**config.mk**
```make
export PLATFORM = sky130hd
export DESIGN_NAME = dmem_arb_flat
export DESIGN_NICKNAME = d
export VERILOG_FILES = /design/src/rtl/dmem_arb_pkg.sv /design/src/rtl/dmem_arb_if.sv /design/src/rtl/arb_tag_pipe.sv /design/src/rtl/dmem_arb.sv /design/src/flat_wrapper.sv
export SDC_FILE = /design/constraint.sdc
export NUM_CORES = 1
export LEC_CHECK = 0
export BUFFER_PORTS_ARGS = -buffer_cell sky130_fd_sc_hd__buf_2
export CORE_AREA = 2 2 87 89
export CTS_CLUSTER_DIAMETER = 120
export DETAILED_ROUTE_END_ITERATION = 8
export DIE_AREA = 0 0 89 91
export PLACE_DENSITY_LB_ADDON = 0.2
export SLEW_MARGIN = 0
export SYNTH_ARGS = -nofsm -noshare
export SYNTH_HDL_FRONTEND = slang
export SYNTH_SLANG_ARGS = --single-unit
```
**constraint.sdc**
```tcl
create_clock -name iw_clk -period 3 [get_ports iw_clk]
set_clock_uncertainty 0.15 [all_clocks]
set_input_delay 0.6 -clock iw_clk [delete_from_list [all_inputs] [get_ports iw_clk]]
set_output_delay 0.6 -clock iw_clk [all_outputs]
set_load 0.02 [all_outputs]
```
**src/rtl/dmem_arb_pkg.sv**
```systemverilog
// rtl/dmem_arb_pkg.sv - shared ids, states and defaults for the data-memory arbiter
package dmem_arb_pkg;

    localparam int ARB_ADDR_W         = 24;
    localparam int ARB_DATA_W         = 24;
    localparam int ARB_STARVE_MAX_DEF = 8;

    localparam logic ARB_ID_PIPE = 1'b0;
    localparam logic ARB_ID_LDR  = 1'b1;

    typedef enum logic {
        ARB_ST_NORM   = 1'b0,
        ARB_ST_FORCE1 = 1'b1
    } arb_state_t;

endpackage

```
**src/rtl/dmem_arb_if.sv**
```systemverilog
// rtl/dmem_arb_if.sv - requester, response and memory-side bundle of the arbiter
interface dmem_arb_if #(
    parameter int ADDR_W = 24,
    parameter int DATA_W = 24
);
    logic              r0_req;
    logic              r0_we;
    logic [ADDR_W-1:0] r0_addr;
    logic [DATA_W-1:0] r0_wdata;
    logic              r0_gnt;
    logic              r0_rvalid;
    logic [DATA_W-1:0] r0_rdata;

    logic              r1_req;
    logic              r1_we;
    logic [ADDR_W-1:0] r1_addr;
    logic [DATA_W-1:0] r1_wdata;
    logic              r1_gnt;
    logic              r1_rvalid;
    logic [DATA_W-1:0] r1_rdata;

    logic              mem_we;
    logic [ADDR_W-1:0] mem_addr;
    logic [DATA_W-1:0] mem_wdata;
    logic [DATA_W-1:0] mem_rdata;

    logic              stall;

    modport slave (
        input  r0_req, r0_we, r0_addr, r0_wdata,
        input  r1_req, r1_we, r1_addr, r1_wdata,
        input  mem_rdata,
        output r0_gnt, r0_rvalid, r0_rdata,
        output r1_gnt, r1_rvalid, r1_rdata,
        output mem_we, mem_addr, mem_wdata,
        output stall
    );

    modport master (
        output r0_req, r0_we, r0_addr, r0_wdata,
        output r1_req, r1_we, r1_addr, r1_wdata,
        output mem_rdata,
        input  r0_gnt, r0_rvalid, r0_rdata,
        input  r1_gnt, r1_rvalid, r1_rdata,
        input  mem_we, mem_addr, mem_wdata,
        input  stall
    );
endinterface

```
**src/rtl/arb_tag_pipe.sv**
```systemverilog
// rtl/arb_tag_pipe.sv - DEPTH-deep {valid, id} shift register tracking reads in flight
module arb_tag_pipe #(
    parameter int DEPTH = 1
) (
    input  logic clk,
    input  logic clr_n,
    input  logic in_valid,
    input  logic in_id,
    output logic out_valid,
    output logic out_id
);
    logic [DEPTH-1:0] valid_q;
    logic [DEPTH-1:0] id_q;

    always_ff @(posedge clk) begin
        if (!clr_n) begin
            valid_q <= '0;
            id_q    <= '0;
        end else begin
            valid_q[0] <= in_valid;
            id_q[0]    <= in_valid & in_id;
            for (int i = 1; i < DEPTH; i++) begin
                valid_q[i] <= valid_q[i-1];
                id_q[i]    <= id_q[i-1];
            end
        end
    end

    assign out_valid = valid_q[DEPTH-1];
    assign out_id    = id_q[DEPTH-1];
endmodule

```
**src/rtl/dmem_arb.sv**
```systemverilog
// rtl/dmem_arb.sv - pipeline-priority arbiter for data-memory port 0 with loader anti-starvation
module dmem_arb
    import dmem_arb_pkg::*;
#(
    parameter int ADDR_W     = ARB_ADDR_W,
    parameter int DATA_W     = ARB_DATA_W,
    parameter int STARVE_MAX = ARB_STARVE_MAX_DEF,
    parameter int MEM_LAT    = 1
) (
    input  logic      iw_clk,
    input  logic      iw_rst_n,
    dmem_arb_if.slave bus
);
    localparam logic [7:0] STARVE_LIM = 8'(STARVE_MAX);

    arb_state_t state, state_next;
    logic [7:0] cnt, cnt_next;
    logic       gnt0, gnt1;
    logic       push_valid, push_id;
    logic       tail_valid, tail_id;

    always_ff @(posedge iw_clk) begin
        if (!iw_rst_n) begin
            state <= ARB_ST_NORM;
            cnt   <= '0;
        end else begin
            state <= state_next;
            cnt   <= cnt_next;
        end
    end

    always_comb begin
        state_next = state;
        cnt_next   = cnt;
        gnt0       = 1'b0;
        gnt1       = 1'b0;
        case (state)
            ARB_ST_NORM: begin
                if (bus.r0_req)      gnt0 = 1'b1;
                else if (bus.r1_req) gnt1 = 1'b1;
                // a grant in the same cycle the limit would be hit takes precedence
                if (!bus.r1_req || gnt1)     cnt_next = '0;
                else if (cnt < STARVE_LIM)   cnt_next = cnt + 8'd1;
                if (cnt_next == STARVE_LIM)  state_next = ARB_ST_FORCE1;
            end
            ARB_ST_FORCE1: begin
                gnt1       = bus.r1_req;
                cnt_next   = '0;
                state_next = ARB_ST_NORM;
            end
            default: state_next = ARB_ST_NORM;
        endcase
        if (!iw_rst_n) begin
            gnt0 = 1'b0;
            gnt1 = 1'b0;
        end
    end

    assign bus.r0_gnt = gnt0;
    assign bus.r1_gnt = gnt1;
    assign bus.stall  = iw_rst_n & bus.r0_req & ~gnt0;

    always_comb begin
        bus.mem_we    = 1'b0;
        bus.mem_addr  = {ADDR_W{1'b0}};
        bus.mem_wdata = {DATA_W{1'b0}};
        if (gnt0) begin
            bus.mem_we    = bus.r0_we;
            bus.mem_addr  = bus.r0_addr;
            bus.mem_wdata = bus.r0_wdata;
        end else if (gnt1) begin
            bus.mem_we    = bus.r1_we;
            bus.mem_addr  = bus.r1_addr;
            bus.mem_wdata = bus.r1_wdata;
        end
    end

    assign push_valid = (gnt0 & ~bus.r0_we) | (gnt1 & ~bus.r1_we);
    assign push_id    = gnt1 ? ARB_ID_LDR : ARB_ID_PIPE;

    arb_tag_pipe #(.DEPTH(MEM_LAT)) u_tag_pipe (
        .clk       (iw_clk),
        .clr_n     (iw_rst_n),
        .in_valid  (push_valid),
        .in_id     (push_id),
        .out_valid (tail_valid),
        .out_id    (tail_id)
    );

    assign bus.r0_rvalid = iw_rst_n & tail_valid & (tail_id == ARB_ID_PIPE);
    assign bus.r1_rvalid = iw_rst_n & tail_valid & (tail_id == ARB_ID_LDR);
    assign bus.r0_rdata  = bus.r0_rvalid ? bus.mem_rdata : {DATA_W{1'b0}};
    assign bus.r1_rdata  = bus.r1_rvalid ? bus.mem_rdata : {DATA_W{1'b0}};
endmodule

```
**src/flat_wrapper.sv**
```systemverilog
// flat-port wrapper written by rule: the top's interface ports become plain ports
module dmem_arb_flat import dmem_arb_pkg::*;
#(
    parameter int ADDR_W     = ARB_ADDR_W,
    parameter int DATA_W     = ARB_DATA_W,
    parameter int STARVE_MAX = ARB_STARVE_MAX_DEF,
    parameter int MEM_LAT    = 1
)
  (iw_clk, iw_rst_n, bus_r0_req, bus_r0_we, bus_r0_addr, bus_r0_wdata, bus_r1_req, bus_r1_we, bus_r1_addr, bus_r1_wdata, bus_mem_rdata, bus_r0_gnt, bus_r0_rvalid, bus_r0_rdata, bus_r1_gnt, bus_r1_rvalid, bus_r1_rdata, bus_mem_we, bus_mem_addr, bus_mem_wdata, bus_stall);
  dmem_arb_if #(.ADDR_W(ADDR_W), .DATA_W(DATA_W)) bus_i ();
  input  logic iw_clk;
  input  logic iw_rst_n;
  input wire logic [$bits(bus_i.r0_req)-1:0] bus_r0_req;
  input wire logic [$bits(bus_i.r0_we)-1:0] bus_r0_we;
  input wire logic [$bits(bus_i.r0_addr)-1:0] bus_r0_addr;
  input wire logic [$bits(bus_i.r0_wdata)-1:0] bus_r0_wdata;
  input wire logic [$bits(bus_i.r1_req)-1:0] bus_r1_req;
  input wire logic [$bits(bus_i.r1_we)-1:0] bus_r1_we;
  input wire logic [$bits(bus_i.r1_addr)-1:0] bus_r1_addr;
  input wire logic [$bits(bus_i.r1_wdata)-1:0] bus_r1_wdata;
  input wire logic [$bits(bus_i.mem_rdata)-1:0] bus_mem_rdata;
  output wire logic [$bits(bus_i.r0_gnt)-1:0] bus_r0_gnt;
  output wire logic [$bits(bus_i.r0_rvalid)-1:0] bus_r0_rvalid;
  output wire logic [$bits(bus_i.r0_rdata)-1:0] bus_r0_rdata;
  output wire logic [$bits(bus_i.r1_gnt)-1:0] bus_r1_gnt;
  output wire logic [$bits(bus_i.r1_rvalid)-1:0] bus_r1_rvalid;
  output wire logic [$bits(bus_i.r1_rdata)-1:0] bus_r1_rdata;
  output wire logic [$bits(bus_i.mem_we)-1:0] bus_mem_we;
  output wire logic [$bits(bus_i.mem_addr)-1:0] bus_mem_addr;
  output wire logic [$bits(bus_i.mem_wdata)-1:0] bus_mem_wdata;
  output wire logic [$bits(bus_i.stall)-1:0] bus_stall;
  assign bus_i.r0_req = bus_r0_req;
  assign bus_i.r0_we = bus_r0_we;
  assign bus_i.r0_addr = bus_r0_addr;
  assign bus_i.r0_wdata = bus_r0_wdata;
  assign bus_i.r1_req = bus_r1_req;
  assign bus_i.r1_we = bus_r1_we;
  assign bus_i.r1_addr = bus_r1_addr;
  assign bus_i.r1_wdata = bus_r1_wdata;
  assign bus_i.mem_rdata = bus_mem_rdata;
  assign bus_r0_gnt = bus_i.r0_gnt;
  assign bus_r0_rvalid = bus_i.r0_rvalid;
  assign bus_r0_rdata = bus_i.r0_rdata;
  assign bus_r1_gnt = bus_i.r1_gnt;
  assign bus_r1_rvalid = bus_i.r1_rvalid;
  assign bus_r1_rdata = bus_i.r1_rdata;
  assign bus_mem_we = bus_i.mem_we;
  assign bus_mem_addr = bus_i.mem_addr;
  assign bus_mem_wdata = bus_i.mem_wdata;
  assign bus_stall = bus_i.stall;
  dmem_arb #(.ADDR_W(ADDR_W), .DATA_W(DATA_W), .STARVE_MAX(STARVE_MAX), .MEM_LAT(MEM_LAT)) u_core (.iw_clk(iw_clk), .iw_rst_n(iw_rst_n), .bus(bus_i));
endmodule
```
# Word-level counts from Yosys, hierarchy flattened
# Cells that the tools add are included.
[word_totals] latchBits=0 ramBits=0 in_bits=126 mem_count=0 rom_bits=0 out_inout_bits=102 reg_bits=11
[classes] bitwise_logic=14 reduce_logical=2 addsub=1 muxes=23 n_shift=0 order_cmp=1 div_mod_pow=0 n_mul=0 eq_ne=1
[op_table] cell="24-bit 2-to-1 mux" n=6
[op_table] cell="8-bit 2-to-1 mux" n=3
[op_table] cell="8-bit one-hot mux with 2 select lines" n=1
[op_table] cell="1-bit 2-to-1 mux" n=11
[op_table] cell="8-bit by 1-bit adder with 8-bit output (second input constant)" n=1
[op_table] cell="1-bit bitwise AND" n=8
[op_table] cell="8-bit by 4-bit equality test with 1-bit output (second input constant)" n=1
[op_table] cell="8-bit by 4-bit < comparator with 1-bit output (second input constant)" n=1
[op_table] cell="1-bit NOT" n=5
[op_table] cell="1-bit one-hot mux with 2 select lines" n=2
[op_table] cell="1-bit logical NOT" n=1
[op_table] cell="1-bit logical OR" n=1
[op_table] cell="1-bit bitwise OR" n=1

# Longest topological paths before layout
[logic_depth] depth_word=9 depth_mapped=5

# Modules after synthesis
# A second synthesis with hierarchy kept.
[unflattened] cells_unflattened=165 area_unflattened_um2=1257.5
[by_module_without_submodules] module="dmem_arb" cells_per_inst=161 area_per_inst_um2=1204.9 instances=1
[by_module_without_submodules] module="arb_tag_pipe" cells_per_inst=4 area_per_inst_um2=52.6 instances=1

# Worst setup path before layout
# OpenSTA, ideal clock, no wires.
[synth_timing] path_type="input -> output" from="input port bus_r0_req" to="output port bus_mem_wdata[14]" slack_ns=0.647 arrival_ns=1.603 stages=4 path_cell_list="nand2b_1 -> nor2_1 -> clkbuf_1 -> a22o_1"
[synth_lines] item="from (decl)" line="flat_wrapper.sv:13" rtl="input wire logic [$bits(bus_i.r0_req)-1:0] bus_r0_req;"
[synth_lines] item="1-bit 2-to-1 mux" line="dmem_arb.sv:39" rtl="if (bus.r0_req) gnt0 = 1'b1;"
[synth_lines] item="1-bit 2-to-1 mux" line="dmem_arb.sv:37" rtl="case (state)"
[synth_lines] item="1-bit 2-to-1 mux" line="dmem_arb.sv:53" rtl="if (!iw_rst_n) begin"
[synth_lines] item="via bus_r0_gnt" line="flat_wrapper.sv:22" rtl="output wire logic [$bits(bus_i.r0_gnt)-1:0] bus_r0_gnt;"
[synth_lines] item="24-bit 2-to-1 mux" line="dmem_arb.sv:67" rtl="if (gnt0) begin"
[synth_lines] item="to (decl)" line="flat_wrapper.sv:30" rtl="output wire logic [$bits(bus_i.mem_wdata)-1:0] bus_mem_wdata;"
# The timed path passes the listed nets, and every way through them passes these cells. The select of a mux whose other input is x is not followed.

# Final worst setup path
[layout_timing] from="input port bus_r0_req" to="output port bus_mem_wdata[9]"
[layout_via] elab_chain_cells=6
[layout_lines] item="1-bit 2-to-1 mux" line="dmem_arb.sv:39"
[layout_lines] item="1-bit 2-to-1 mux" line="dmem_arb.sv:37"
[layout_lines] item="1-bit one-hot mux with 2 select lines" line="dmem_arb.sv:37"
[layout_lines] item="1-bit 2-to-1 mux" line="dmem_arb.sv:53"
[layout_lines] item="24-bit 2-to-1 mux" line="dmem_arb.sv:71" rtl="end else if (gnt1) begin"
[layout_lines] item="24-bit 2-to-1 mux (*)" line="dmem_arb.sv:67"
# Every way passes the cells marked *; elsewhere a longest branch is shown, timed or not. The select of a mux whose other input is x is not followed.

==> reports/results.ini <==
[sta]
fin_crit_ns=2.612
fmaxAchievable_mhz=382.8
tightest_slew_ns=0.6299
rsz0062_at_grt=false
fin_tns_setup_ns=0
finalSetupViolations=0
finalCritPeriodShare_pct=87.07
slew_violations=0
maxSlewHeadroom_pct=57.62
hold_viol=0

[critical_path]
end_kind=primary output
rr_worst_depth=3
critical_path.max_fanout=41
crit_path_start_kind=primary input
worstPathArrival_ns=1.86
path_class=in -> out
cp.required_ns=2.25
startpoint=bus_r0_req
timing.rr.start=u_core.cnt[6]
reg2reg_setup_slack_ns=1.35
r2r_end=u_core.state

[hold_path]
hold_class=reg -> reg
worstHoldEndpoint=u_core.cnt[5]
min-delay-start=u_core.cnt[5]
hold_depth=1

[synthesis]
synth_area_sq_um=1272
yosysSeqAreaShare_pct=17.31
synth_area_leaders=a22o_1, and2_1, dfxtp_1
synth_commonest_cells=and2_1, a22o_1, clkbuf_1
synth.avg_cell_area_sq_um=7.712
async_reset_ff_share_pct=0
synth_edf_count=0
synth_ff_type=dfxtp_1
yosys.area.top_type=a22o_1
synth_warnings=0
synthCells=165
yosysMostFrequentCell=and2_1
synth-seq-cells=11
yosys.area.top_type_share_pct=33.73
ys_types=28
synth_nets=292

[cells_and_area]
antenna_cells=0
final_nets=512
area_growth_pct=102.4
final_cells=483
drive_gt1_share_pct=62.24

[cts]
clockRootBuffer=clkbuf_8
post_cts_resized=0
clock_path_buffers=2
numCtsBuffers=3
cts_tree=yes
clk_pin_slew_ns=0.05
cts_hold_buf=0
cts.sinks=11
clk_latency_ns=0.23
h-tree-depth=1
postCtsSetupRepairBufs=0

[grt]
grt_pass1_wl_microns=8638
grt_max_degree=42
grt_pass1_vias=1893
grt_antenna_before_repair=0
grt_usage_pct=12.88
grt-ovfl-total=0

[placed_design]
post-place-cells=479
post-dp-hpwl_microns=5168
gp_congestion=0.7551
portBuffers=227

[route]
ant_nets=0
route.detailed.drc=0
routedWlPerCell_microns=12.46
vias_per_cell=4.385
first_pass_iters=4
drt-total-wl_microns=6017
drt-initial-drc-count=44
vias=2118

[floorplanning]
die_h_microns=91
ios=228
core_sq_um=7137
num_rows=31
die_area_sq_um=8099
initial_core_util_pct=17.83
fp.dieW_microns=89

[pwr]
p_total_mw=0.5751
vdd_drop_max_mv=0.07068
clockPowerShare_pct=25.6
power_frac_comb_pct=48.4
p_sw_mw=0.2020
p_sw_share_pct=35.13
p_int_mw=0.3731
p_per_area_nw_per_um2=223.3
power_frac_seq_pct=26.0
power_leakage_nw=1.606

[flow_run]
max-cap-violations=0

[status]
outcome=complete, no violations

-- layout by cell type (no fill, tap or decap) --
cell	n
buf_2	227
and2_1	51
a22o_1	49
dfxtp_1	11
a21oi_1	5
nand2_1	3
o21ai_0	3
clkbuf_8	3
nor2_1	2
and3_1	2
nand2b_1	2
inv_1	2
nand3_1	2
nand4_1	2
buf_12	2
and3_2	1
nor2_4	1
nor4_1	1
or4_4	1
nand4b_1	1
or2_2	1
nand3b_1	1
or3_1	1
and4b_1	1
and2_2	1
nor3b_1	1
mux2_2	1
a2111oi_1	1
mux2i_1	1
nor2b_1	1
ha_1	1
clkbuf_1	1
buf_4	1
-- layout make-up --
cell class / instances / area (sq um)
multi-input cells: 137 / 994.7
well taps: 99 / 123.9
flip-flops and latches: 11 / 220.2
repair buffers: 230 / 1184
inverters: 2 / 7.507
fillers: 837 / 4562
clock buffers: 4 / 45.04
-- how the worst max path moves through the flow --
| stage | cells after the start | to |
|---|---|---|
| floorplan | 4 | bus_mem_wdata[14] |
| global placement | 6 | bus_mem_wdata[22] |
| detailed placement | 6 | bus_mem_wdata[22] |
| CTS | 6 | bus_mem_wdata[22] |
| global route | 6 | bus_mem_addr[23] |
| finish | 6 | bus_mem_wdata[9] |
-- flip-flops by register name, summed over array words and instances (netlist names) --
name	cells
u_core.cnt	8
u_core.u_tag_pipe.out_valid	1
u_core.state	1
u_core.u_tag_pipe.out_id	1
-- logic make-up after synthesis --
family	count (synthesis)	share of synthesized area, %
adders and majority gates	1	0.9831
and+or+nand+nor	76	37.17
DFF	11	17.31
buffers and inverters	17	5.212
AOI/OAI and AO/OA	58	37.66
muxes	2	1.672
-- routing by layer --
layer / global-route usage, % / share of wire [%]
met3: 2.000 / 9.7
met5: 0 / 0
met2: 24.44 / 50
met1: 14.50 / 38
met4: 3.234 / 1.5
-- stage by stage --
stage / cell area [sq um] / utilization (%) / hold slack, ns / setup WS, ns
after floorplan: 1272 / - / 0.3052 / 0.6470
after global placement: 2530 / 35.45 / 0.3275 / 0.3827
after detailed placement: 2530 / 35.45 / 0.3264 / 0.3751
after CTS: 2575 / 36.08 / 0.3439 / 0.3684
after global routing: 2575 / 36.08 / 0.3735 / 0.2909
final: 2575 / 36.08 / 0.3381 / 0.3879
-- power by group through the flow --
stage,Combinational (mW),Sequential (mW),Clock [mW]
final,0.278,0.150,0.147
after global routing,0.302,0.150,0.158
after global placement,0.278,0.153,0
after floorplan,0.136,0.152,0
after detailed placement,0.280,0.153,0
after CTS,0.281,0.150,0.151
-- critical path, cell delays in order --
cell and delay [ns]:
buf_2 0.12, nand2b_1 0.17, and3_2 0.37, buf_12 0.24, a22o_1 0.17, buf_2 0.16
No activity file was read; power rests on OpenSTA's default activity.
